<file path="config.mk">
export PLATFORM = sky130hd
export DESIGN_NAME = usb_tx_pkt_ctrl
export DESIGN_NICKNAME = d
export VERILOG_FILES = /design/src/rtl/usb_tx_pkg.sv /design/src/rtl/usb_crc16_byte.sv /design/src/rtl/usb_tx_pkt_ctrl.sv
export SDC_FILE = /design/constraint.sdc
export NUM_CORES = 1
export LEC_CHECK = 0
export CORE_MARGIN = 2
export CORE_UTILIZATION = 60
export CTS_BUF_LIST = sky130_fd_sc_hd__clkbuf_4
export DETAILED_ROUTE_END_ITERATION = 12
export DONT_BUFFER_PORTS = 1
export PLACE_DENSITY = 0.85
export SETUP_SLACK_MARGIN = 0.02
export SYNTH_ARGS = -nofsm -noshare
export SYNTH_HDL_FRONTEND = slang
export SYNTH_HIERARCHICAL = 1
export SYNTH_SLANG_ARGS = --single-unit
</file>
<file path="constraint.sdc">
create_clock -name clk -period 1.95 [get_ports clk]
set_input_delay 0.39 -clock clk [delete_from_list [all_inputs] [get_ports clk]]
set_output_delay 0.39 -clock clk [all_outputs]
set_load 0.01 [all_outputs]
</file>
<file path="src/rtl/usb_tx_pkg.sv">
// Shared encodings for the USB TX packet controller: request types, FSM states,
// PID bytes and CRC16 constants.
package usb_tx_pkg;

    typedef enum logic [2:0] {
        PKT_NONE  = 3'd0,
        PKT_ACK   = 3'd1,
        PKT_NAK   = 3'd2,
        PKT_STALL = 3'd3,
        PKT_DATA0 = 3'd4,
        PKT_DATA1 = 3'd5
    } tx_pkt_e;

    typedef enum logic [2:0] {
        ST_IDLE,
        ST_SYNC,
        ST_PID,
        ST_DATA,
        ST_CRC_LO,
        ST_CRC_HI,
        ST_EOP,
        ST_ERR
    } tx_state_e;

    localparam logic [7:0] PID_ACK   = 8'hD2;
    localparam logic [7:0] PID_NAK   = 8'h5A;
    localparam logic [7:0] PID_STALL = 8'h1E;
    localparam logic [7:0] PID_DATA0 = 8'hC3;
    localparam logic [7:0] PID_DATA1 = 8'h4B;

    localparam logic [15:0] CRC16_INIT   = 16'hFFFF;
    localparam logic [15:0] CRC16_POLY_R = 16'hA001;

    function automatic logic is_data_pkt(input tx_pkt_e pkt);
        return (pkt == PKT_DATA0) || (pkt == PKT_DATA1);
    endfunction

    function automatic logic [7:0] pid_of(input tx_pkt_e pkt);
        case (pkt)
            PKT_ACK:   return PID_ACK;
            PKT_NAK:   return PID_NAK;
            PKT_STALL: return PID_STALL;
            PKT_DATA0: return PID_DATA0;
            PKT_DATA1: return PID_DATA1;
            default:   return 8'h00;
        endcase
    endfunction

endpackage

</file>
<file path="src/rtl/usb_crc16_byte.sv">
// Combinational CRC-16/USB step: folds one byte, LSB first, into the running CRC.
module usb_crc16_byte
    import usb_tx_pkg::*;
(
    input  logic [15:0] crc_in,
    input  logic [7:0]  data,
    output logic [15:0] crc_out
);

    logic [15:0] crc_acc;

    // NOTE: blocking assignments here are deliberate: each loop iteration must see
    // the value produced by the previous one, which is how an unrolled XOR chain is built.
    always_comb begin
        crc_acc = crc_in;
        for (int i = 0; i < 8; i++) begin
            if (crc_acc[0] ^ data[i]) begin
                crc_acc = (crc_acc >> 1) ^ CRC16_POLY_R;
            end else begin
                crc_acc = crc_acc >> 1;
            end
        end
        crc_out = crc_acc;
    end

endmodule

</file>
<file path="src/rtl/usb_tx_pkt_ctrl.sv">
// Byte-level USB TX packet sequencer: SYNC, PID, optional payload + CRC16, EOP,
// with payload length/underrun checking and packet abort.
module usb_tx_pkt_ctrl
    import usb_tx_pkg::*;
#(
    parameter int          MAX_PAYLOAD = 64,
    parameter int          OCC_W       = $clog2(MAX_PAYLOAD + 1),
    parameter logic [7:0]  SYNC_BYTE   = 8'h80
) (
    input  logic             clk,
    input  logic             rst,
    input  logic [2:0]       tx_packet,
    input  logic [OCC_W-1:0] buff_occ,
    input  logic [7:0]       tx_data,
    output logic             get_tx_data,
    output logic [7:0]       tx_byte,
    output logic             tx_byte_valid,
    input  logic             tx_byte_ready,
    output logic             tx_eop,
    input  logic             tx_eop_done,
    output logic             tx_abort,
    output logic             TX_Transfer_Active,
    output logic             TX_Error
);

    localparam logic [OCC_W:0] MAX_LEN = (OCC_W + 1)'(MAX_PAYLOAD);

    tx_state_e        state_q, state_d;
    tx_pkt_e          type_q, type_d;
    logic [OCC_W-1:0] len_q, len_d;
    logic [OCC_W-1:0] cnt_q, cnt_d;
    logic [15:0]      crc_q, crc_d;
    logic [15:0]      crc_next;

    logic req_data;
    logic xfer;

    assign req_data = (tx_packet == 3'd4) || (tx_packet == 3'd5);
    assign xfer     = tx_byte_valid && tx_byte_ready;

    usb_crc16_byte u_crc (
        .crc_in  (crc_q),
        .data    (tx_data),
        .crc_out (crc_next)
    );

    always_ff @(posedge clk or posedge rst) begin
        if (rst) begin
            state_q <= ST_IDLE;
            type_q  <= PKT_NONE;
            len_q   <= '0;
            cnt_q   <= '0;
            crc_q   <= CRC16_INIT;
        end else begin
            state_q <= state_d;
            type_q  <= type_d;
            len_q   <= len_d;
            cnt_q   <= cnt_d;
            crc_q   <= crc_d;
        end
    end

    // NOTE: every output and next-state signal gets a default before the case so
    // that no path leaves one unassigned, which would otherwise infer a latch.
    always_comb begin
        state_d            = state_q;
        type_d             = type_q;
        len_d              = len_q;
        cnt_d              = cnt_q;
        crc_d              = crc_q;
        tx_byte            = 8'h00;
        tx_byte_valid      = 1'b0;
        get_tx_data        = 1'b0;
        tx_eop             = 1'b0;
        tx_abort           = 1'b0;
        TX_Error           = 1'b0;
        TX_Transfer_Active = (state_q != ST_IDLE) && (state_q != ST_ERR);

        case (state_q)
            ST_IDLE: begin
                if (tx_packet > 3'd5) begin
                    state_d = ST_ERR;
                end else if (tx_packet != 3'd0) begin
                    if (req_data && ({1'b0, buff_occ} > MAX_LEN)) begin
                        state_d = ST_ERR;
                    end else begin
                        type_d  = tx_pkt_e'(tx_packet);
                        len_d   = req_data ? buff_occ : '0;
                        cnt_d   = '0;
                        crc_d   = CRC16_INIT;
                        state_d = ST_SYNC;
                    end
                end
            end
            ST_SYNC: begin
                tx_byte       = SYNC_BYTE;
                tx_byte_valid = 1'b1;
                if (xfer) state_d = ST_PID;
            end
            ST_PID: begin
                tx_byte       = pid_of(type_q);
                tx_byte_valid = 1'b1;
                if (xfer) begin
                    if (!is_data_pkt(type_q)) state_d = ST_EOP;
                    else if (len_q != '0)     state_d = ST_DATA;
                    else                      state_d = ST_CRC_LO;
                end
            end
            ST_DATA: begin
                tx_byte       = tx_data;
                tx_byte_valid = (buff_occ != '0);
                // Only entered while bytes remain, so an empty FIFO here is an underrun.
                if (buff_occ == '0) begin
                    state_d = ST_ERR;
                end else if (tx_byte_ready) begin
                    get_tx_data = 1'b1;
                    crc_d       = crc_next;
                    cnt_d       = cnt_q + OCC_W'(1);
                    if (cnt_q == len_q - OCC_W'(1)) state_d = ST_CRC_LO;
                end
            end
            ST_CRC_LO: begin
                tx_byte       = ~crc_q[7:0];
                tx_byte_valid = 1'b1;
                if (xfer) state_d = ST_CRC_HI;
            end
            ST_CRC_HI: begin
                tx_byte       = ~crc_q[15:8];
                tx_byte_valid = 1'b1;
                if (xfer) state_d = ST_EOP;
            end
            ST_EOP: begin
                tx_eop = 1'b1;
                if (tx_eop_done) state_d = ST_IDLE;
            end
            ST_ERR: begin
                TX_Error = 1'b1;
                tx_abort = 1'b1;
                state_d  = ST_IDLE;
            end
            default: state_d = ST_IDLE;
        endcase
    end

endmodule

</file>
-- Yosys cells after proc, flatten, opt, wreduce, memory -nomap -nowiden
Index checks and enable logic that the tools add are counted.
- RAM bits: 0
- latch bits: 0
- memories kept: 0
- input bits: 22
- ROM bits: 0
- word-level logic and storage cells: 117
- register bits after elaboration: 36
- output and inout bits: 14
- bitwise operators: 20
- reductions and logical operators: 16
- order comparisons: 2
- multipliers: 0
- shift-type cells: 0
- multiplexer cells: 43
- add/sub/neg operators: 2
- eq/ne operators: 29
- divide/modulo/power cells: 0
- operators by type and width (kind ; number):
    $mux W16 ; 13
    $pmux W8 S5 ; 2
    $mux W7 ; 6
    $mux W3 ; 13
    $pmux W16 S2 ; 1
    $eq A3 B3 Y1 const B ; 8
    $not A2 Y3 ; 8
    $pmux W3 S8 ; 1
    $ne A2 B2 Y1 const B ; 10
    $not A8 Y8 ; 2
    $pmux W7 S2 ; 1
    $reduce_bool A7 Y1 ; 2
    $eq A3 B2 Y1 const B ; 4
    $ne A3 B3 Y1 const B ; 4
    $reduce_and A8 Y1 ; 1
    $xor A1 B1 Y1 ; 8
    $add A7 B1 Y7 const B ; 1
    $eq A7 B7 Y1 ; 1
    $gt A7 B7 Y1 const B ; 1
    $logic_not A7 Y1 ; 1
    $sub A7 B1 Y7 const B ; 1
    $eq A3 B1 Y1 const B ; 2
    $reduce_and A6 Y1 ; 1
    $reduce_bool A3 Y1 ; 2
    10 further kinds ; 18

-- Longest topological paths before layout
- depth after elaboration: 19
- depth in mapped cells: 7
- mapped depth without buffers: 7

-- Hierarchy
Netlist, hierarchy kept.
- by module, submodules not included (module ; times used ; area each (um^2) ; seq. area each (um^2) ; cells an instance):
    usb_tx_pkt_ctrl ; 1 ; 2478.6 ; 920.9 ; 290
    usb_crc16_byte ; 1 ; 251.5 ; 0.0 ; 26

-- Least setup slack after synthesis
OpenSTA, ideal clock, no wires.
- path kind: flip-flop to flip-flop
- from: register crc_q[3]
- to: register crc_q[0]
- data arrival time: 1.923 ns
- path slack: -0.053 ns
- required time: 1.870 ns
- stages on the path, launching flop included: 7
- path buffers: 0
- setup time: 0.080 ns
- period minus slack after synthesis: 2.003 ns
- cell sequence: dfstp_2 xor2_1 xnor2_1 xor3_2 xnor3_1 nor2_1 a21oi_1
- word-level cells in the longest chain between the ends: 17
- ends and longest elaborated chain (item ; line ; source):
    start, declared ; usb_tx_pkt_ctrl.sv:32 ; logic [15:0] crc_q, crc_d;
    start signal, assigned ; usb_tx_pkt_ctrl.sv:59 ; crc_q <= crc_d;
    $mux W16 (*) (2 in series) ; usb_crc16_byte.sv:17 ; if (crc_acc[0] ^ data[i]) begin
    $not A2 Y3 (no source line) ; -- ;
    $mux W16 (*) ; usb_crc16_byte.sv:17 ;
    $xor A1 B1 Y1 (*) ; usb_crc16_byte.sv:17 ;
    $mux W16 (*) ; usb_crc16_byte.sv:17 ;
    $xor A1 B1 Y1 (*) ; usb_crc16_byte.sv:17 ;
    $mux W16 (*) ; usb_crc16_byte.sv:17 ;
    $xor A1 B1 Y1 (*) ; usb_crc16_byte.sv:17 ;
    $mux W16 (*) ; usb_crc16_byte.sv:17 ;
    $xor A1 B1 Y1 (*) ; usb_crc16_byte.sv:17 ;
    $mux W16 (*) ; usb_crc16_byte.sv:17 ;
    $xor A1 B1 Y1 (*) ; usb_crc16_byte.sv:17 ;
    $mux W16 (*) ; usb_crc16_byte.sv:17 ;
    via crc_next[0] ; usb_tx_pkt_ctrl.sv:33 ; logic [15:0] crc_next;
    $mux W16 (*) ; usb_tx_pkt_ctrl.sv:115 ; end else if (tx_byte_ready) begin
    $mux W16 (*) ; usb_tx_pkt_ctrl.sv:113 ; if (buff_occ == '0) begin
    $pmux W16 S2 (*) ; usb_tx_pkt_ctrl.sv:79 ; case (state_q)
The timed path passes the listed nets; every way through them passes the cells marked *. The select of a mux whose other input is x is not followed.
A chain may end at the register's enable or synchronous reset.

-- Worst setup path in the final report
- from: register type_q[2]
- to: output port tx_byte[3]
- word-level cells in the longest chain between the ends: 3
- elaborated cells on any way between the ends: 7
- those cells by class: eq/ne (5); mux (2)
- ends and longest elaborated chain (item ; line ; source):
    start, declared ; usb_tx_pkt_ctrl.sv:29 ; tx_pkt_e type_q, type_d;
    start signal, assigned ; usb_tx_pkt_ctrl.sv:56 ; type_q <= type_d;
    $eq A3 B3 Y1, or another cell as far along ; usb_tx_pkg.sv:39 ; case (pkt)
    $pmux W8 S5 (*) ; usb_tx_pkg.sv:39 ;
    $pmux W8 S5 (*) ; usb_tx_pkt_ctrl.sv:79 ;
    end, declared ; usb_tx_pkt_ctrl.sv:16 ; output logic [7:0] tx_byte,
Every way passes the cells marked *; elsewhere a longest branch is shown, timed or not.

==> metrics.cfg <==
[timing]
fmax_ghz = 0.430
fin_skew_ns = 0.0265
worstMarginPinSlew_ns = 0.563
post-route-min-period_ns = 2.33
slew_headroom_pct = 62.2
fin_crit_sh_pct = 119
slew_violations = 0
holdWs_ns = -0.0237
setup_violations = 14
hold_viol_final = 3
timing.final.ws_setup_ns = -0.377
rsz0062_at_grt = true

[logic_synthesis]
yosysSeqAreaShare_pct = 33.7
synth_cell_type_count = 56
synth_area_leaders = dfrtp_1, dfstp_2, nor2_1, xnor2_1, nand2_1
synth.most_common_cell = nor2_1
synth_area_per_cell_um2 = 8.64
synth.largest_area_cell = dfrtp_1
synth_cells = 316
synthMuxAreaShare_pct = 2.57
synth-seq-cells = 36
synth_top_family_by_area = compound AO/OA/AOI/OAI gates
synth_nets = 345
synth.yosys.warnings = 6
synth_ff_type = dfrtp_1
synth_edf_count = 0
synth_top_area_share_pct = 18.3
synthArstFlopShare_pct = 100
synthAdderAreaFrac_pct = 3.21
synth_xor_xnor_area_share_pct = 12.3
synth-simple-area-share_pct = 21.0
syn_area_um2 = 2730
synth_compound_area_share_pct = 21.0
synth_common_cells = nor2_1, nand2_1, xnor2_1

[global_route]
grt_first_pass_wirelength_mm = 14.6
antenna_found_initial = 0
grt_max_degree = 37
grt-ovfl-total = 0
grt_pass1_vias = 2791
track_usage_pct = 37.4

[power]
pwr-share-clk_pct = 6.0
combinationalPowerShare_pct = 74.2
intPower_mw = 3.96
vdd_drop_max_mv = 1.35
p_per_area_nw_per_um2 = 1990
p_seq_share_pct = 19.8
p_switching_mw = 3.67
swShare_pct = 48.1
p_leak_nw = 1.63

[clock_network]
ctsHtreeMaxLevel = 2
cts_tree = done
numCtsBuffers = 5
clkTransAtPathRegs_ns = 0.14
clock_sinks = 36
insertion_delay_ns = 0.39
cts.hold.buffers_added = 0
clockRootBuffer = clkbuf_4
clockBufferDepth = 2

[floorplanning]
core_um2 = 4350
io_pins = 36
die_h_um = 71.5
rows = 24
dieArea_um2 = 5110
initial_utilization_pct = 62.7
die_x_um = 71.5

[route]
antenna_left = 0
wl_per_cell_um = 25.3
drt_iter0_drc = 444
first_pass_iters = 8
drc_errors = 0
dr_total_vias = 3053
routed_wl_mm = 10.9
via_per_inst = 7.07

[critical_path]
reg2reg_from = state_q[1]
rrSetupSlack_ns = -0.22
cp-start-kind = register
worstSetupEndpointType = primary output
cp_max_fo = 4
timing.rr.end = crc_q[2]
worstPathRequired_ns = 1.56
ff2ff_path_depth = 9
crit_type = reg -> out
cp.arrival_ns = 1.94

[place]
post-dp-hpwl_mm = 5.16
numPortBuffers = 0
place.gp.congestion = 0.985

[status]
status = finished, violations left
violations = negative hold slack, negative setup slack

[layout]
nets = 408
antenna_cells = 0
n_fill_cell = 183
areaGrowthSynthToFinish_pct = 40.5
final_util_pct = 88.1
drive_above_1_share_pct = 51.8

[min_path]
hold_path_class = in -> async

[flow_run]
maxCapViolCount = 0

[power by group through the flow]
stage,Sequential [mW],Combinational (mW),Clock (mW)
4_1_cts,1.41,4.42,0.432
3_3_place_gp,1.38,3.33,0
6_report,1.51,5.66,0.456
2_1_floorplan,1.29,2.53,0
5_1_grt,1.53,5.83,0.482
3_5_place_dp,1.40,3.44,0
[cells by family (layout without fill, tap and decap cells)]
logic type,Yosys count,in the layout
xor+xnor,35,35
flops,36,36
mux,7,7
fa+ha+maj,7,7
buf+inv,31,95
simple gates,123,123
compound gates,77,77
[routing by layer]
metal	vias up	GRT usage, %	wire (um)
met5	-	0	0
met4	0	18.2	804
met3	97	7.45	1440
met2	314	60.4	4900
met1	1414	48.3	3770
li1	1228	-	-
[worst max-delay path by stage]
stage                 from    endpoint  slack, ns  cells after the start
4_1_cts          type_q[1]  tx_byte[6]      -0.24                      6
5_1_grt          type_q[2]  tx_byte[3]      -0.42                      7
2_1_floorplan  buff_occ[1]    cnt_q[0]     -0.007                      5
3_5_place_dp   buff_occ[1]    crc_q[1]      -0.05                      6
6_report         type_q[2]  tx_byte[3]      -0.38                      7
3_3_place_gp   buff_occ[1]    crc_q[0]      -0.01                      6
[cell type report]
| type | count | area, um2 | share of cell area, % |
|---|---|---|---|
| timing repair buffer | 76 | 679 | 17.7 |
| clock inverter | 2 | 16.3 | 0.424 |
| clock buffer | 6 | 45.0 | 1.17 |
| tap | 52 | 65.1 | 1.70 |
| multi-input combinational | 249 | 2060 | 53.6 |
| sequential | 36 | 925 | 24.1 |
| inverter | 11 | 48.8 | 1.27 |
[layout by cell type (no fill, tap or decap), drive strengths merged, types with 2 or more instances in the layout]
master   instances
a31oi            5
nand3           12
nand2           28
buf             76
o21ai           14
and3             2
a22oi            3
o21a             2
a222oi           3
nor2b            6
nor2            52
dfrtp           20
mux2i            7
o22ai            3
or3              6
clkbuf           6
o31ai            4
ha               7
xor2            12
nand2b           2
inv             11
a21oi           25
nor3             7
o211ai           2
nor4b            2
o2111ai          2
dfstp           16
xnor2           21
[stage by stage]
step                      instance area, um2  setup slack, ns  power, mW  std cells  TNS, ns
final                                   3830           -0.377       7.63        432    -2.80
after global routing                    3830           -0.420       7.84        432    -3.08
after CTS                               3530           -0.243       6.26        422    -1.10
after detailed placement                3030          -0.0523       4.84        390   -0.471
after global placement                  3030          -0.0121       4.71        390  -0.0754
after floorplan                         2760         -0.00711       3.81        316  -0.0456
[flip-flops by register name (all words and copies together) (netlist names)]
| name | cells |
|---|---|
| crc_q | 16 |
| cnt_q | 7 |
| len_q | 7 |
| state_q | 3 |
| type_q | 3 |
[worst max-delay path, cell delays in order (launching register included)]
cell and delay, ns:
dfrtp_1 0.44, ha_4 0.28, buf_6 0.11, nand2_2 0.05, o21ai_1 0.07, o22ai_1 0.09
a222oi_1 0.33, nor2_1 0.18
[repair_timing]
| item | CTS | global route |
|---|---|---|
| setup endpoints to repair | 15 | 16 |
| resized for setup | 66 | 46 |
| pin swaps | 28 | 29 |
| buffers inserted | 24 | 12 |
| cloned | 0 | 0 |
No activity file was read; power rests on OpenSTA's default activity.
